### src/rtl/hash_pkg.sv
// Shared types for the hash message feeder.
//   feeder_state_t : sequencing states of the feeder FSM
//   fifo_entry_t   : one buffered upstream beat {is_null, last, data}
package hash_pkg;

    typedef enum logic [1:0] {
        IDLE  = 2'd0,
        START = 2'd1,
        FEED  = 2'd2,
        DONE  = 2'd3
    } feeder_state_t;

    // is_null marks a beat that carries no byte (zero-length message or
    // empty terminator); such an entry always has last set.
    typedef struct packed {
        logic       is_null;
        logic       last;
        logic [7:0] data;
    } fifo_entry_t;

    localparam int ENTRY_W = $bits(fifo_entry_t);

    function automatic fifo_entry_t make_entry(input logic is_null,
                                               input logic last,
                                               input logic [7:0] data);
        fifo_entry_t e;
        e.is_null = is_null;
        e.last    = last;
        e.data    = data;
        return e;
    endfunction

endpackage

### src/rtl/hash_byte_fifo.sv
// Synchronous first-word-fall-through FIFO for feeder beats.
// Ports:
//   clk, reset_n      clock, asynchronous active-low reset
//   push, push_entry  write request and entry (ignored while full)
//   pop               read request (ignored while empty)
//   head              entry at the read pointer, valid while !empty
//   full, empty       registered occupancy flags
//   count             registered occupancy, 0..DEPTH
module hash_byte_fifo
    import hash_pkg::*;
#(
    parameter int DEPTH = 16
) (
    input  logic                     clk,
    input  logic                     reset_n,
    input  logic                     push,
    input  fifo_entry_t              push_entry,
    input  logic                     pop,
    output fifo_entry_t              head,
    output logic                     full,
    output logic                     empty,
    output logic [$clog2(DEPTH):0]   count
);

    localparam int PTR_W = $clog2(DEPTH);

    fifo_entry_t      mem [DEPTH];
    logic [PTR_W-1:0] wr_ptr_reg;
    logic [PTR_W-1:0] rd_ptr_reg;
    logic [PTR_W:0]   count_reg;
    logic [PTR_W:0]   count_next;
    logic             full_reg;
    logic             empty_reg;
    logic             do_push;
    logic             do_pop;

    assign do_push = push && !full_reg;
    assign do_pop  = pop && !empty_reg;

    always_comb begin
        count_next = count_reg;
        if (do_push && !do_pop) begin
            count_next = count_reg + (PTR_W + 1)'(1);
        end else if (!do_push && do_pop) begin
            count_next = count_reg - (PTR_W + 1)'(1);
        end
    end

    // Storage carries no reset; only the pointers define what is valid.
    always_ff @(posedge clk) begin
        if (do_push) begin
            mem[wr_ptr_reg] <= push_entry;
        end
    end

    // full reads as set while in reset so upstream sees no room until the
    // first clock after release. Pointers wrap naturally (DEPTH is 2^n).
    always_ff @(posedge clk or negedge reset_n) begin
        if (!reset_n) begin
            wr_ptr_reg <= '0;
            rd_ptr_reg <= '0;
            count_reg  <= '0;
            full_reg   <= 1'b1;
            empty_reg  <= 1'b1;
        end else begin
            if (do_push) begin
                wr_ptr_reg <= wr_ptr_reg + PTR_W'(1);
            end
            if (do_pop) begin
                rd_ptr_reg <= rd_ptr_reg + PTR_W'(1);
            end
            count_reg <= count_next;
            full_reg  <= (count_next == (PTR_W + 1)'(DEPTH));
            empty_reg <= (count_next == '0);
        end
    end

    assign head  = mem[rd_ptr_reg];
    assign full  = full_reg;
    assign empty = empty_reg;
    assign count = count_reg;

endmodule

### src/rtl/hash_msg_feeder.sv
// Upstream feeder for the byte-serial hash core. Buffers a valid/ready byte
// stream and sequences start_msg -> bytes on load_byte -> msg_done -> wait
// for digest_ready, one message at a time.
// Ports:
//   clk, reset_n                     clock, asynchronous active-low reset
//   s_valid/s_ready/s_data/s_last/s_null  upstream beat stream
//   start_msg                        one-cycle session-open pulse
//   msg_byte/valid_in                byte presented to the core
//   msg_done                         message input finished (held)
//   load_byte                        core takes msg_byte this cycle
//   digest_ready                     core digest is final
//   busy                             a message is in flight
//   msg_complete                     one-cycle pulse on digest observed
//   bytes_sent                       bytes of current/last message (saturating)
//   msg_count                        completed messages (wrapping)
module hash_msg_feeder
    import hash_pkg::*;
#(
    parameter int FIFO_DEPTH = 16,
    parameter int CNT_W      = 16
) (
    input  logic             clk,
    input  logic             reset_n,
    input  logic             s_valid,
    output logic             s_ready,
    input  logic [7:0]       s_data,
    input  logic             s_last,
    input  logic             s_null,
    output logic             start_msg,
    output logic [7:0]       msg_byte,
    output logic             valid_in,
    output logic             msg_done,
    input  logic             load_byte,
    input  logic             digest_ready,
    output logic             busy,
    output logic             msg_complete,
    output logic [CNT_W-1:0] bytes_sent,
    output logic [CNT_W-1:0] msg_count
);

    localparam int                 FIFO_CW = $clog2(FIFO_DEPTH) + 1;
    localparam logic [CNT_W-1:0]   CNT_MAX = '1;

    feeder_state_t      state_reg;
    logic               start_msg_reg;
    logic               msg_done_reg;
    logic               busy_reg;
    logic [7:0]         msg_byte_reg;
    logic [CNT_W-1:0]   bytes_sent_reg;
    logic [CNT_W-1:0]   msg_count_reg;

    fifo_entry_t        fifo_in;
    fifo_entry_t        fifo_head;
    logic               fifo_push;
    logic               fifo_pop;
    logic               fifo_full;
    logic               fifo_empty;
    logic [FIFO_CW-1:0] fifo_count;
    logic               in_feed;

    // A null beat without last has no meaning and is dropped, but the
    // handshake still completes so upstream is not stalled by it.
    assign fifo_in   = make_entry(s_null, s_last, s_data);
    assign fifo_push = s_valid && !(s_null && !s_last);
    assign s_ready   = !fifo_full;

    hash_byte_fifo #(
        .DEPTH (FIFO_DEPTH)
    ) u_fifo (
        .clk        (clk),
        .reset_n    (reset_n),
        .push       (fifo_push),
        .push_entry (fifo_in),
        .pop        (fifo_pop),
        .head       (fifo_head),
        .full       (fifo_full),
        .empty      (fifo_empty),
        .count      (fifo_count)
    );

    assign in_feed = (state_reg == FEED);

    // valid_in and msg_complete follow the FIFO head / digest_ready in the
    // same cycle so a byte is taken, or a digest acknowledged, with no
    // extra turnaround.
    assign valid_in     = in_feed && !fifo_empty && !fifo_head.is_null;
    assign msg_complete = (state_reg == DONE) && digest_ready;

    // A null head is consumed without the core's involvement.
    assign fifo_pop = in_feed && !fifo_empty && (fifo_head.is_null || load_byte);

    assign msg_byte   = valid_in ? fifo_head.data : msg_byte_reg;
    assign start_msg  = start_msg_reg;
    assign msg_done   = msg_done_reg;
    assign busy       = busy_reg;
    assign bytes_sent = bytes_sent_reg;
    assign msg_count  = msg_count_reg;

    always_ff @(posedge clk or negedge reset_n) begin
        if (!reset_n) begin
            state_reg      <= IDLE;
            start_msg_reg  <= 1'b0;
            msg_done_reg   <= 1'b0;
            busy_reg       <= 1'b0;
            msg_byte_reg   <= '0;
            bytes_sent_reg <= '0;
            msg_count_reg  <= '0;
        end else begin
            if (valid_in) begin
                msg_byte_reg <= fifo_head.data;
            end
            start_msg_reg <= 1'b0;
            case (state_reg)
                IDLE: begin
                    // Only open a session once something is buffered.
                    if (fifo_count != '0) begin
                        state_reg      <= START;
                        start_msg_reg  <= 1'b1;
                        busy_reg       <= 1'b1;
                        bytes_sent_reg <= '0;
                    end
                end
                START: begin
                    state_reg <= FEED;
                end
                FEED: begin
                    // An empty FIFO means upstream is starved: hold.
                    if (!fifo_empty) begin
                        if (fifo_head.is_null) begin
                            state_reg    <= DONE;
                            msg_done_reg <= 1'b1;
                        end else if (load_byte) begin
                            if (bytes_sent_reg != CNT_MAX) begin
                                bytes_sent_reg <= bytes_sent_reg + CNT_W'(1);
                            end
                            if (fifo_head.last) begin
                                state_reg    <= DONE;
                                msg_done_reg <= 1'b1;
                            end
                        end
                    end
                end
                DONE: begin
                    if (digest_ready) begin
                        state_reg     <= IDLE;
                        msg_done_reg  <= 1'b0;
                        busy_reg      <= 1'b0;
                        msg_count_reg <= msg_count_reg + CNT_W'(1);
                    end
                end
                default: begin
                    state_reg <= IDLE;
                end
            endcase
        end
    end

endmodule

### config.mk
export PLATFORM = sky130hd
export DESIGN_NAME = hash_msg_feeder
export DESIGN_NICKNAME = d
export VERILOG_FILES = /design/src/rtl/hash_pkg.sv /design/src/rtl/hash_byte_fifo.sv /design/src/rtl/hash_msg_feeder.sv
export SDC_FILE = /design/constraint.sdc
export NUM_CORES = 1
export LEC_CHECK = 0
export CORE_UTILIZATION = 50
export DETAILED_ROUTE_END_ITERATION = 10
export PLACE_DENSITY = 0.69
export SLEW_MARGIN = 0
export SYNTH_ARGS = -nofsm -noshare
export SYNTH_HDL_FRONTEND = slang
export SYNTH_SLANG_ARGS = --single-unit
export TNS_END_PERCENT = 1
### constraint.sdc
create_clock -name clk -period 3.7 [get_ports clk]
set_input_delay 0.74 -clock clk [delete_from_list [all_inputs] [get_ports clk]]
set_output_delay 0.74 -clock clk [all_outputs]
set_load 0.02 [all_outputs]
==> flow_summary.yaml <==
sta:
  clock.fmax_ghz: 0.2710
  maxSlewViolCount: 0
  finalCriticalPeriod_ns: 3.689
  rsz0062_at_grt: "yes"
  finalSetupViolCount: 0
  fin_crit_sh_pct: 99.71
  max_slew.worst_pin.slew_ns: 0.8048
  finClkSkew_ns: 0.02234
  slew_headroom_pct: 46.34
  whs_ns: 0.2003
  hold_viol_final: 0
job:
  max_cap_viol_count: 0
clock_network:
  cts_made_buffers: 23
  clk_path_buf_depth: 3
  clkSlewWorstSetupHoldPaths_ns: 0.06
  clkSinkCount: 220
  root_buffer: "clkbuf_16"
  ctsHtreeMaxLevel: 1
  worstSkewPairLatency_ns: 0.53
  cts_tree: "built"
critical_path:
  required_ns: 2.96
  r2r_setup_slack_ns: 0.56
  worstReg2RegStart: "u_fifo.rd_ptr_reg[1]"
  worst_ep_arrival_time_ns: 2.95
  startpoint_type: "register"
  critPathLaunch: "u_fifo.rd_ptr_reg[1]"
  worstSetupEndpointType: "output pin"
  path_class: "register to output pin"
  path_max_fanout: 7
routing:
  firstDrtPassIters: 11
  vias_per_cell: 5.879
  drc: 8
  dr_total_vias: 5479
  drt-total-wl_um: 18800
  ant_nets: 0
  wire_per_inst_um: 20.17
  drt_iter0_markers: 387
placed_design:
  port-buffer-count: 60
  dp.cells: 887
  hpwl_um: 12570
  gp_congestion: 0.8335
hold_path:
  hold_path_class: "input pin to asynchronous set/reset pin"
cells_and_area:
  antenna_cells: 0
  nets: 714
  synthToLayoutAreaGrowth_pct: 18.80
  largest_register_ffs: 160
  regArea_mm2: 0.006311
  fin_cells: 932
  multi_input_area_mm2: 0.002900
  final_util_pct: 61.23
  drive_gt1_share_pct: 19.77
  fill_cells: 1311
power_and_ir_drop:
  leakagePower_nw: 3.937
  powerDensity_mw_per_mm2: 740.3
  ir_drop_mv: 0.3722
  power.total_mw: 8.254
logic_synthesis:
  synth_flop_cell: "edfxtp_1"
  synth-seq-cells: 220
  netlist-cell-type-count: 56
  netlist_area_mm2: 0.009385
  syn_nets: 623
  synth_edf_count: 160
  syn_inst: 595
  syn_avg_cell_area_um2: 15.77
  seq_area_frac_synth_pct: 67.22
  async_flop_share_pct: 27.27
  synth_warnings: 0
floorplan:
  die_h_um: 139.0
  die_area_mm2: 0.01932
  dieWidth_um: 139.0
  core_area_mm2: 0.01821
  start_util_pct: 51.54
  pin_count: 61
  rows: 49
status:
  status: "finished with violations"
  violations: "DRC"
grt:
  grt_pass1_wl_um: 30400
  grt_max_degree: 41
  grt.overflow.total: 0
  antenna_found_initial: 0
  grt_use_total_pct: 20.32
  grt_pass1_vias: 5469
-- Yosys cell counts (10+ instances only) --
cell,n,area (um^2)
mux4_2,45,1013
ha_1,13,162.7
nand2_1,42,157.7
a21oi_1,15,75.07
dfrtp_1,58,1451
nor2_1,29,108.9
xnor2_1,20,175.2
nand4_1,11,68.82
nand3_1,17,85.08
inv_1,17,63.81
clkbuf_1,17,63.81
edfxtp_1,160,4805
mux2_2,10,112.6
nor3_1,12,60.06
-- cells in the final DEF, fill, tap and decap left out, types with 4 or more instances in the layout --
cell             netlist  final
dfrtp_1               58     56
buf_2                  3      7
buf_4                  0     30
xnor2_1               20     20
nor2b_1                6      6
or4_1                  9      9
inv_1                 17     17
o21ai_0                8      8
clkbuf_16              0     23
nand2_1               42     42
nand2b_1               8      8
clkbuf_1              17      4
nand3_1               17     17
edfxtp_1             160    160
a31oi_1                4      4
mux4_2                45     45
ha_1                  13     13
mux2i_1                9      9
nor2_1                29     29
clkdlybuf4s50_1        0     50
clkinv_1               0      5
a21oi_1               15     15
o31ai_1                7      7
and3_1                 4      4
clkinv_2               0      4
mux2_2                10      9
o211ai_1               8      8
nor3_1                12     12
nand4_1               11     11
xor2_1                 7      7
or3_1                  5      5
-- layout make-up --
| cell class | instances | area share (%) |
|---|---|---|
| clock buffers | 28 | 5.420 |
| clock inverters | 14 | 1.077 |
| inverters | 17 | 0.5723 |
| multi-input cells | 330 | 26.01 |
| flip-flops and latches | 220 | 56.60 |
| well taps | 229 | 2.570 |
| repair buffers | 94 | 7.743 |
-- stage by stage --
stage / setup TNS, ns / cell area [um^2] / setup slack [ns]
after floorplan: 0 / 9385 / 0.3843
after global placement: 0 / 10410 / 0.2460
after detailed placement: 0 / 10410 / 0.1688
after CTS: -0.04348 / 11110 / -0.04348
after global routing: -0.3502 / 11150 / -0.08798
final: 0 / 11150 / 0.01061
-- cells by family after synthesis --
logic type	Yosys count	synth area share, %
xor gates and xnor gates	27	2.520
buffers and inverters	45	1.920
AOI/OAI and AO/OA	68	5.026
muxes	64	12.96
adders and majority gates	13	1.733
and+or+nand+nor	158	8.626
DFF	220	67.22
-- metal layers --
| layer | wire (um) | share of wire [%] | GRT usage [%] | up-vias |
|---|---|---|---|---|
| li1 | - | - | - | 2497 |
| met2 | 8895 | 47 | 32.93 | 162 |
| met4 | 390 | 2.1 | 5.497 | 0 |
| met3 | 1115 | 5.9 | 3.867 | 34 |
| met1 | 8395 | 45 | 28.38 | 2786 |
| met5 | 0 | 0 | 0 | - |
-- critical path, cell delays in order (launching register included) --
cell,delay (ns)
dfrtp_2,0.47
mux4_2,0.53
mux4_2,0.54
nor3_4,0.14
buf_6,0.16
buf_12,0.11
mux2_2,0.33
buf_2,0.16
-- power breakdown --
group / internal (mW) / switching (mW)
logic: 1.32 / 1.48
registers: 3.00 / 0.271
clock network: 1.25 / 0.945
total: 5.56 / 2.70
-- final timing paths --
| check | depth (start not counted) | end |
|---|---|---|
| min reg2reg | 1 | msg_count[15] |
| max | 7 | msg_byte[1] |
| max reg2reg | 6 | bytes_sent[13] |
| max in group asynchronous | 2 | msg_byte_reg[5] |
| min in group clk | 1 | msg_count[15] |
| min | 1 | u_fifo.count[1] |
-- repair_timing --
item | in CTS | in global routing
hold buffers | 0 | 0
buffers inserted | 1 | 2
setup endpoints to repair | 9 | 8
resized for setup | 33 | 6
(Power assumes the default switching activity.)
